## src/rtl/ifetch_pkg.sv

```systemverilog
// Shared types and constants for the instruction fetch front end.
// The S_TRAP state is only reachable when IFETCH_MISALIGN_TRAP_EN is defined.
package ifetch_pkg;

   localparam int INST_W = 32;
   localparam int ADDR_W = 32;
   localparam logic [ADDR_W-1:0] PC_STEP = ADDR_W'(4);

   typedef enum logic [1:0] {
      S_BOOT = 2'd0,
      S_RUN  = 2'd1,
      S_TRAP = 2'd2
   } state_t;

   typedef struct packed {
      logic [ADDR_W-1:0] pc;
      logic [INST_W-1:0] inst;
   } fetch_entry_t;

   function automatic logic [ADDR_W-1:0] align_word(input logic [ADDR_W-1:0] addr);
      return addr & ~ADDR_W'(3);
   endfunction

endpackage

```

## src/rtl/instr_fetch_unit_if.sv

```systemverilog
// Instruction memory and decode handshake bundle of the fetch unit.
// master = fetch unit side, slave = memory/decode environment side.
interface instr_fetch_unit_if;
   import ifetch_pkg::*;

   logic [ADDR_W-1:0] imem_addr;
   logic [INST_W-1:0] imem_rdata;
   logic              imem_ready;
   logic              inst_valid;
   logic [INST_W-1:0] inst_data;
   logic [ADDR_W-1:0] inst_pc;
   logic              inst_ready;

   modport master (
      output imem_addr, inst_valid, inst_data, inst_pc,
      input  imem_rdata, imem_ready, inst_ready
   );

   modport slave (
      input  imem_addr, inst_valid, inst_data, inst_pc,
      output imem_rdata, imem_ready, inst_ready
   );

endinterface

```

## src/rtl/ifetch_buf.sv

```systemverilog
// In-order FIFO of {pc, inst} fetch entries with push, pop and flush.
// Flush wins over push; a same-cycle pop still hands out the current head.
module ifetch_buf
   import ifetch_pkg::*;
#(
   parameter  int DEPTH = 2,
   localparam int PTR_W = $clog2(DEPTH),
   localparam int CNT_W = PTR_W + 1
) (
   input  logic             clk,
   input  logic             rst_n,
   input  logic             push,
   input  fetch_entry_t     push_data,
   input  logic             pop,
   input  logic             flush,
   output fetch_entry_t     head,
   output logic [CNT_W-1:0] count,
   output logic             full,
   output logic             empty
);

   fetch_entry_t     mem_q [DEPTH];
   fetch_entry_t     mem_d [DEPTH];
   logic [PTR_W-1:0] wr_q, wr_d;
   logic [PTR_W-1:0] rd_q, rd_d;
   logic [CNT_W-1:0] cnt_q, cnt_d;

   always_comb begin
      mem_d = mem_q;
      wr_d  = wr_q;
      rd_d  = rd_q;
      cnt_d = cnt_q;
      if (flush) begin
         wr_d  = '0;
         rd_d  = '0;
         cnt_d = '0;
      end else begin
         if (push) begin
            mem_d[wr_q] = push_data;
            wr_d        = wr_q + PTR_W'(1);
         end
         if (pop) begin
            rd_d = rd_q + PTR_W'(1);
         end
         case ({push, pop})
            2'b10:   cnt_d = cnt_q + CNT_W'(1);
            2'b01:   cnt_d = cnt_q - CNT_W'(1);
            default: cnt_d = cnt_q;
         endcase
      end
   end

   always_ff @(posedge clk or negedge rst_n) begin
      if (!rst_n) begin
         for (int i = 0; i < DEPTH; i++) begin
            mem_q[i] <= '0;
         end
         wr_q  <= '0;
         rd_q  <= '0;
         cnt_q <= '0;
      end else begin
         mem_q <= mem_d;
         wr_q  <= wr_d;
         rd_q  <= rd_d;
         cnt_q <= cnt_d;
      end
   end

   assign head  = mem_q[rd_q];
   assign count = cnt_q;
   assign full  = (cnt_q == CNT_W'(DEPTH));
   assign empty = (cnt_q == '0);

endmodule

```

## src/rtl/instr_fetch_unit.sv

```systemverilog
// MIPS fetch front end: PC register, boot/run FSM and push/redirect arbitration.
// Define IFETCH_MISALIGN_TRAP_EN to trap on misaligned redirect targets.
module instr_fetch_unit
   import ifetch_pkg::*;
#(
   parameter logic [ADDR_W-1:0] RESET_PC  = '0,
   parameter int                BUF_DEPTH = 2
) (
   input  logic                 clk,
   input  logic                 rst_n,
   instr_fetch_unit_if.master   bus,
   input  logic                 redirect_valid,
   input  logic [ADDR_W-1:0]    redirect_pc,
   output logic                 misalign
);

   localparam int CNT_W = $clog2(BUF_DEPTH) + 1;

   state_t            state_q, state_d;
   logic [ADDR_W-1:0] pc_q, pc_d;
   logic              head_valid;
   logic              push;
   logic              pop;
   fetch_entry_t      buf_head;
   logic [CNT_W-1:0]  buf_count;
   logic              buf_full;
   logic              buf_empty;

   assign head_valid = !buf_empty;
   assign pop        = head_valid && bus.inst_ready;
   assign push       = (state_q == S_RUN) && bus.imem_ready && (!buf_full || pop)
                       && !redirect_valid;

`ifdef IFETCH_MISALIGN_TRAP_EN
   logic misalign_q, misalign_d;
`endif

   // Redirect outranks everything; otherwise the PC only moves on a push.
   always_comb begin
      state_d = state_q;
      pc_d    = pc_q;
`ifdef IFETCH_MISALIGN_TRAP_EN
      misalign_d = misalign_q;
`endif
      if (redirect_valid) begin
         pc_d = align_word(redirect_pc);
`ifdef IFETCH_MISALIGN_TRAP_EN
         if (redirect_pc[1:0] != 2'b00) begin
            state_d    = S_TRAP;
            misalign_d = 1'b1;
         end else begin
            state_d    = S_RUN;
            misalign_d = 1'b0;
         end
`else
         state_d = S_RUN;
`endif
      end else begin
         case (state_q)
            S_BOOT:  state_d = S_RUN;
            S_RUN:   if (push) pc_d = pc_q + PC_STEP;
            default: state_d = state_q;
         endcase
      end
   end

   always_ff @(posedge clk or negedge rst_n) begin
      if (!rst_n) begin
         state_q <= S_BOOT;
         pc_q    <= RESET_PC;
`ifdef IFETCH_MISALIGN_TRAP_EN
         misalign_q <= 1'b0;
`endif
      end else begin
         state_q <= state_d;
         pc_q    <= pc_d;
`ifdef IFETCH_MISALIGN_TRAP_EN
         misalign_q <= misalign_d;
`endif
      end
   end

   ifetch_buf #(
      .DEPTH (BUF_DEPTH)
   ) u_buf (
      .clk       (clk),
      .rst_n     (rst_n),
      .push      (push),
      .push_data ('{pc: pc_q, inst: bus.imem_rdata}),
      .pop       (pop),
      .flush     (redirect_valid),
      .head      (buf_head),
      .count     (buf_count),
      .full      (buf_full),
      .empty     (buf_empty)
   );

   assert property (@(posedge clk) disable iff (!rst_n) buf_count <= CNT_W'(BUF_DEPTH));

   // Head fields are gated so decode never sees a stale entry.
   assign bus.imem_addr  = pc_q;
   assign bus.inst_valid = head_valid;
   assign bus.inst_data  = head_valid ? buf_head.inst : '0;
   assign bus.inst_pc    = head_valid ? buf_head.pc   : '0;

`ifdef IFETCH_MISALIGN_TRAP_EN
   assign misalign = misalign_q;
`else
   assign misalign = 1'b0;
`endif

endmodule

```

## src/flat_wrapper.sv

```systemverilog
// flat-port wrapper written by rule: the top's interface ports become plain ports
module instr_fetch_unit_flat import ifetch_pkg::*;
#(
   parameter logic [ADDR_W-1:0] RESET_PC  = '0,
   parameter int                BUF_DEPTH = 2
)
  (clk, rst_n, redirect_valid, redirect_pc, misalign, bus_imem_addr, bus_inst_valid, bus_inst_data, bus_inst_pc, bus_imem_rdata, bus_imem_ready, bus_inst_ready);
  instr_fetch_unit_if bus_i ();
  input  logic clk;
  input  logic rst_n;
  input  logic redirect_valid;
  input  logic [ADDR_W-1:0] redirect_pc;
  output logic misalign;
  output wire logic [$bits(bus_i.imem_addr)-1:0] bus_imem_addr;
  output wire logic [$bits(bus_i.inst_valid)-1:0] bus_inst_valid;
  output wire logic [$bits(bus_i.inst_data)-1:0] bus_inst_data;
  output wire logic [$bits(bus_i.inst_pc)-1:0] bus_inst_pc;
  input wire logic [$bits(bus_i.imem_rdata)-1:0] bus_imem_rdata;
  input wire logic [$bits(bus_i.imem_ready)-1:0] bus_imem_ready;
  input wire logic [$bits(bus_i.inst_ready)-1:0] bus_inst_ready;
  assign bus_imem_addr = bus_i.imem_addr;
  assign bus_inst_valid = bus_i.inst_valid;
  assign bus_inst_data = bus_i.inst_data;
  assign bus_inst_pc = bus_i.inst_pc;
  assign bus_i.imem_rdata = bus_imem_rdata;
  assign bus_i.imem_ready = bus_imem_ready;
  assign bus_i.inst_ready = bus_inst_ready;
  instr_fetch_unit #(.RESET_PC(RESET_PC), .BUF_DEPTH(BUF_DEPTH)) u_core (.clk(clk), .rst_n(rst_n), .bus(bus_i), .redirect_valid(redirect_valid), .redirect_pc(redirect_pc), .misalign(misalign));
endmodule
```

## config.mk

```make
export PLATFORM = sky130hd
export DESIGN_NAME = instr_fetch_unit_flat
export DESIGN_NICKNAME = d
export VERILOG_FILES = /design/src/rtl/ifetch_pkg.sv /design/src/rtl/instr_fetch_unit_if.sv /design/src/rtl/ifetch_buf.sv /design/src/rtl/instr_fetch_unit.sv /design/src/flat_wrapper.sv
export SDC_FILE = /design/constraint.sdc
export NUM_CORES = 1
export LEC_CHECK = 0
export ABC_CLOCK_PERIOD_IN_PS = 2500
export CAP_MARGIN = 30
export CORE_AREA = 3 3 165 167
export CTS_CLUSTER_DIAMETER = 200
export DETAILED_ROUTE_END_ITERATION = 10
export DIE_AREA = 0 0 168 170
export GPL_ROUTABILITY_DRIVEN = 0
export PLACE_DENSITY_LB_ADDON = 0.05
export SYNTH_ARGS = -nofsm -noshare
export SYNTH_HDL_FRONTEND = slang
export SYNTH_SLANG_ARGS = --single-unit
```

## constraint.sdc

```tcl
create_clock -name clk -period 2.5 [get_ports clk]
set_input_delay 0.5 -clock clk [delete_from_list [all_inputs] [get_ports clk]]
set_output_delay 0.5 -clock clk [all_outputs]
set_load 0.1 [all_outputs]
```

==> impl_results.md, run 1 <==
- Status: finished, final reports clean
- Clock-pin transition on the worst setup and hold timing paths: 0.06 ns
- Initial antenna violation count: 3
- Router iterations before antenna repair: 4
- CTS Buf Count: 17
- Top cell type's share of synthesized area: 0.5173
- Finished Layout Cells: 1147
- ANT cells: 0
- Synth Register Bits: 159
- GR Layer Usage met3: 0.04367
- Most crowded layer after global routing: met2
- Fmax: 0.4432 GHz
- RR Endpoint: u_core.bus.imem_addr[23]
- Critical path launch point type: register
- RR Startpoint: u_core.bus.imem_addr[6]
- Nets: 872
- Largest net degree at the start of global routing: 61
- Width of the die: 168 um
- Port bufs: 159
- Syn Inst Count: 640
- Slew @ Worst Pin: 0.5785 ns
- Syn Area/Cell: 12.02 um^2
- Placed cells: 1117
- Sink Count: 159
- Seq/Total Area, Yosys: 0.5173
- Rel. slew slack: 0.6143
- RSZ-0062 raised after global routing: false
- Synth Flop Type: dfrtp_1
- Crit Path Max Fanout: 48
- Hold Vio Cnt, Final: 0
- H-Tree Depth: 4
- Hold Path Class: input pin to asynchronous set/reset pin
- Synth cell count leaders: 159 x dfrtp_1, 113 x mux2_2, 84 x nor2_1
- Clock Path Buffers: 2
- Netlist cell types: 46
- Initial DRC Count: 177
- Crit Path Category: register to output port
- Wire per inst: 18.09 um
- Post-synth EDFFs: 0
- Synth Warn #: 0
- First-pass GRT wire length: 33530 um
- Dpl cell area: 10520 um^2
- Cell area after synthesis: 7691 um^2
- Worst VDD drop: 0.4303 mV
- CP Launch Point: u_core.u_buf.count[1]
- GR Overflow Total: 0
- Setup violators final: 0
- Met2 Resource Use GR: 0.2403
- Most numerous cell in the Yosys netlist: dfrtp_1
- Ports: 167
- Lkg Pwr: 0.004465 uW
- Clock Latency Late Sink: 0.42 ns
- Worst R2R Setup Slack: 0.46 ns
- Top cells by area, synth: dfrtp_1 52%, mux2_2 17%, mux2i_1 8.2%
- CP max-delay cell: dfrtp_1
- Area grow syn2layout: 45.37%
- Die ar.: 28560 um^2
- HPWL Detailed: 14650 um
- Site row count: 59
- Post-Route WL: 20750 um
- Fraction of layout cells with a size suffix above 1: 0.4175
- Worst EP arrival: 1.76 ns
- CTS root buf: clkbuf_16
- GR Util All Layers: 0.1481
- Final min period: 2.256 ns
- Vias: 5539
- GRT met1 Usage: 0.1975
- MaxCap Viol Count: 0
- PostCTS Resize Cnt: 0
- Most used cell, CP: buf_12
- Post-route cell area: 11180 um^2
- Drt via density: 4.829
- Die Y-Extent: 170 um
- Slowest stage delay, CP: 0.38 ns
- CTS tree: built
- Pwr/cell area: 952.5 nW/um^2
- CP Cell Sequence: buf_4, nor2_4, buf_12, inv_1, buf_12
- # fillers: 2406
- Area of the core: 25910 um^2
- Synth area leader: dfrtp_1
- Post-synthesis async set-or-reset flop share: 1.000
- Crit end category: output port
- Pins Over Slew Limit: 0
- ANT nets after route: 0
- # DRC: 0
- Skew final: 0.009304 ns
- WP data required: 2.00 ns
- Worst R2R Path Depth: 4
- Fin crit share: 0.9025
- Setup TNS: 0 ns
- Initial Util: 0.2968
- Vias in the first global route: 5947
- Worst setup path end: bus_inst_valid
## sequential cells by signal (all words and copies together) (netlist names)
| signal | count |
|---|---|
| u_core.bus.imem_addr | 30 |
| u_core.state_q | 1 |
| u_core.u_buf.rd_q | 1 |
| u_core.u_buf.count | 2 |
| u_core.u_buf.mem_q | 124 |
| u_core.u_buf.wr_q | 1 |
## timing repair
item | 4_1_cts | 5_1_grt
endpoints found under the hold margin | 0 | 0
setup endpoints to repair | 1 | 0
setup buffers | 1 | 0
hold buffers | 0 | 0
## cells in the final DEF (no fill, tap or decap), drive strengths merged, types with 5 or more instances in the layout
master	synthesis	final
inv	4	5
conb	2	6
xor2	7	7
buf	35	124
nand3	14	14
bufinv	0	6
nand2	20	20
and4	7	7
o21ai	11	11
a31oi	17	17
or4	19	19
nor2	84	84
o31ai	16	16
clkbuf	15	19
clkdlybuf4s50	0	65
mux2	125	125
dfrtp	159	159
mux2i	63	63
nand4	11	11
## worst max-delay path: cells and delay by family (launching register included)
kind | cells | cell delay [ns]
buffers and inverters | 4 | 0.81
flip-flops | 1 | 0.38
AND/OR/NAND/NOR | 1 | 0.13
## power breakdown
group	total [uW]	switching [uW]	internal (uW)
Combinational	4150	2580	1570
Clock	2930	1040	1890
Sequential	3570	381	3190
## layout make-up
| type | instances | area (um^2) | share of cell area |
|---|---|---|---|
| tap | 335 | 419.2 | 0.03749 |
| multi-input combinational | 431 | 3591 | 0.3212 |
| clock buffer | 19 | 442.9 | 0.03962 |
| sequential | 159 | 3983 | 0.3562 |
| timing repair buffer | 189 | 2519 | 0.2253 |
| inverter | 4 | 15.01 | 0.001343 |
| clock inverter | 10 | 211.5 | 0.01891 |
## per-layer routing
| layer | routed length (um) | part of all wire | vias to the layer above |
|---|---|---|---|
| li1 | - | - | 2617 |
| met1 | 9448 | 0.46 | 2750 |
| met2 | 9955 | 0.48 | 142 |
| met3 | 1074 | 0.052 | 24 |
| met4 | 231 | 0.011 | 6 |
| met5 | 38 | 0.0018 | - |
## metrics by stage
step	power, uW	setup WS (ns)	util	hold WS [ns]
2_1_floorplan	6351	0.005413	-	0.2044
3_3_place_gp	7732	-0.3897	0.4054	0.4675
3_5_place_dp	7826	-0.06901	0.4060	0.4747
4_1_cts	10810	0.1962	0.4315	0.05702
5_1_grt	11160	0.1308	0.4315	0.08229
6_report	10650	0.2438	0.4315	0.04433
## cells by family (layout without fill, tap and decap cells)
logic type                 Yosys count  count (layout)  share of synthesized area
adders and majority gates            1               1                   0.001627
and+or+nand+nor                    172             172                     0.1170
xor gates and xnor gates            11              11                    0.01253
DFF                                159             159                     0.5173
muxes                              188             188                     0.2650
other                                2               6                  0.0009764
AOI/OAI and AO/OA                   53              53                    0.04588
buffers and inverters               54             222                    0.03969
## worst min-delay path by stage
stage | start | endpoint | depth (start not counted)
final | rst_n | u_core.u_buf.mem_q[26] | 1
after global routing | rst_n | u_core.u_buf.mem_q[90] | 1
after CTS | rst_n | u_core.u_buf.mem_q[26] | 1
after detailed placement | u_core.u_buf.mem_q[26] | u_core.u_buf.mem_q[26] | 1
after global placement | u_core.u_buf.mem_q[77] | u_core.u_buf.mem_q[77] | 1
after floorplan | rst_n | u_core.bus.imem_addr[10] | 0
No activity file was read; power rests on OpenSTA's default activity.
==> inputs of run 2 (changes only) <==
- CORE_AREA: 3 3 165 167 -> 10 10 172 174
- CTS_CLUSTER_DIAMETER: 200 -> unset
- DIE_AREA: 0 0 168 170 -> 0 0 182 184
- SLEW_MARGIN: unset -> 5
==> impl_results.md, run 2 (synthesis results as in run 1) <==
- Status: finished with violations
- Failing checks: negative hold slack
- Drt via density: 4.796
- Crit Path Category: register to output port
- Met3 routed WL: 1360 um
- Clock-pin transition on the worst setup and hold timing paths: 0.07 ns
- Placed cells: 1113
- Area of the core: 25910 um^2
- Crit Path Max Fanout: 46
- H-Tree Depth: 4
- Top reg by flops: u_core.u_buf.mem_q
- Clock Path Buffers: 2
- # DRC: 0
- Top Layer Used: met4
- Vias in the first global route: 5985
- Commonest non-fill, non-tap cell in the layout: dfrtp_1
- Setup violators final: 0
- GR Util All Layers: 0.1295
- Hold Path Class: input pin to asynchronous set/reset pin
- Met1 wire length: 9271 um
- Pwr/cell area: 925.1 nW/um^2
- Hold Vio Cnt, Final: 1
- Met2 routed WL: 10740 um
- Most frequent cells in the layout: 158 x dfrtp_1, 113 x mux2_2, 74 x buf_12
- Site row count: 59
- Fmax: 0.4394 GHz
- Initial Util: 0.2968
- Post-Route WL: 21560 um
- Largest net degree at the start of global routing: 57
- Finished Layout Cells: 1147
- CTS root buf: clkbuf_16
- Clock Latency Late Sink: 0.43 ns
- Die Y-Extent: 184 um
- Hold slack: -0.002546 ns
- Die ar.: 33490 um^2
- # fillers: 2417
- Skew final: 0.01296 ns
- Critical path launch point type: register
- Sink Count: 159
- Ports: 167
- Width of the die: 182 um
- Crit end category: output port
- Initial DRC Count: 226
- Final min period: 2.276 ns
- Pins Over Slew Limit: 0
- Fin crit share: 0.9104
- GR Overflow Total: 0
- HPWL Detailed: 15440 um
- Wire per inst: 18.79 um
- Area grow syn2layout: 43.89%
- WP data required: 2.00 ns
- Worst VDD drop: 0.4268 mV
- Lkg Pwr: 0.004395 uW
- Fraction of layout cells with a size suffix above 1: 0.4180
- Port bufs: 159
- Max reg flops: 124
- Initial antenna violation count: 1
- MaxCap Viol Count: 0
- RSZ-0062 raised after global routing: false
- Router iterations before antenna repair: 4
- Vias: 5501
- Worst EP arrival: 1.78 ns
- First-pass GRT wire length: 34340 um
- ANT nets after route: 0
- Setup TNS: 0 ns
- CTS Buf Count: 17
- CTS tree: built
- Nets: 869
run 2: changes by cell type in the layout (fill, tap and decap cells not counted):
cell        previous run  this run
clkinvlp_4             0         4
clkbuf_1               1         0
diode_2                0         1
inv_6                  1         4
buf_4                 48        46
buf_8                  1         0
inv_8                  0         1
bufinv_16              6         1
run 2: report_power, final:
group	total, uW	internal (uW)	switching [uW]
registers	3580	3190	391
clock network	2510	1410	1100
logic	4150	1580	2580
run 2: per-layer routing:
layer	global-route usage	vias up
met5	0	-
met4	0.03352	0
met3	0.04429	13
met2	0.2201	122
met1	0.1531	2755
li1	-	2611
run 2: metrics by stage:
stage          total power [uW]  hold WS [ns]  setup slack (ns)  cell area [um^2]    util
3_3_place_gp               7738        0.4657           0.09971             10470  0.4040
4_1_cts                   10390      0.005257           0.03854             11040  0.4260
2_1_floorplan              6351        0.2044          0.005413              7856       -
5_1_grt                   10730       0.02318            0.1384             11060  0.4270
3_5_place_dp               7832        0.4733           0.09011             10470  0.4040
6_report                  10240     -0.002546            0.2240             11070  0.4271
run 2: worst paths after layout:
check / startpoint / endpoint / slack (ns) / cells past startpoint
min in group clk: u_core.u_buf.mem_q[61] / u_core.u_buf.mem_q[61] / 0.49 / 1
setup reg to reg: u_core.bus.imem_addr[6] / u_core.bus.imem_addr[28] / 0.39 / 4
max in group asynchronous: rst_n / u_core.bus.imem_addr[27] / 1.76 / 2
hold reg to reg: u_core.u_buf.mem_q[61] / u_core.u_buf.mem_q[61] / 0.49 / 1
setup / recovery: u_core.u_buf.count[0] / bus_inst_data[31] / 0.22 / 4
hold / removal: rst_n / u_core.u_buf.mem_q[92] / -0.003 / 1
run 2: timing repair:
item / in CTS / in global routing
setup endpoints to repair: 0 / 1
hold endpoints to repair: 0 / 0
hold buffers: 0 / 0
gates resized for setup: 0 / 0
buffers inserted: 0 / 2
run 2: area by class of cell:
type | instances | area [um^2] | share of cell area
Tap cell | 335 | 419.2 | 0.03787
Timing Repair Buffer | 186 | 2489 | 0.2249
Inverter | 4 | 15.01 | 0.001357
Sequential cell | 159 | 3983 | 0.3599
Clock buffer | 18 | 439.2 | 0.03968
Antenna cell | 1 | 2.502 | 0.0002261
Multi-Input combinational cell | 431 | 3591 | 0.3245
Clock inverter | 13 | 128.9 | 0.01164
run 2: critical path: stages (launching register included):
cell,delay [ns]
dfrtp_1,0.48
nor2_4,0.16
buf_12,0.32
nor2_1,0.16
buf_12,0.20
==> inputs of run 3 (changes only) <==
- CAP_MARGIN: 30 -> 20
- GPL_ROUTABILITY_DRIVEN: 0 -> 1
==> results of run 3 <==
Final layout, timing and power as in run 2 (identical DEF).
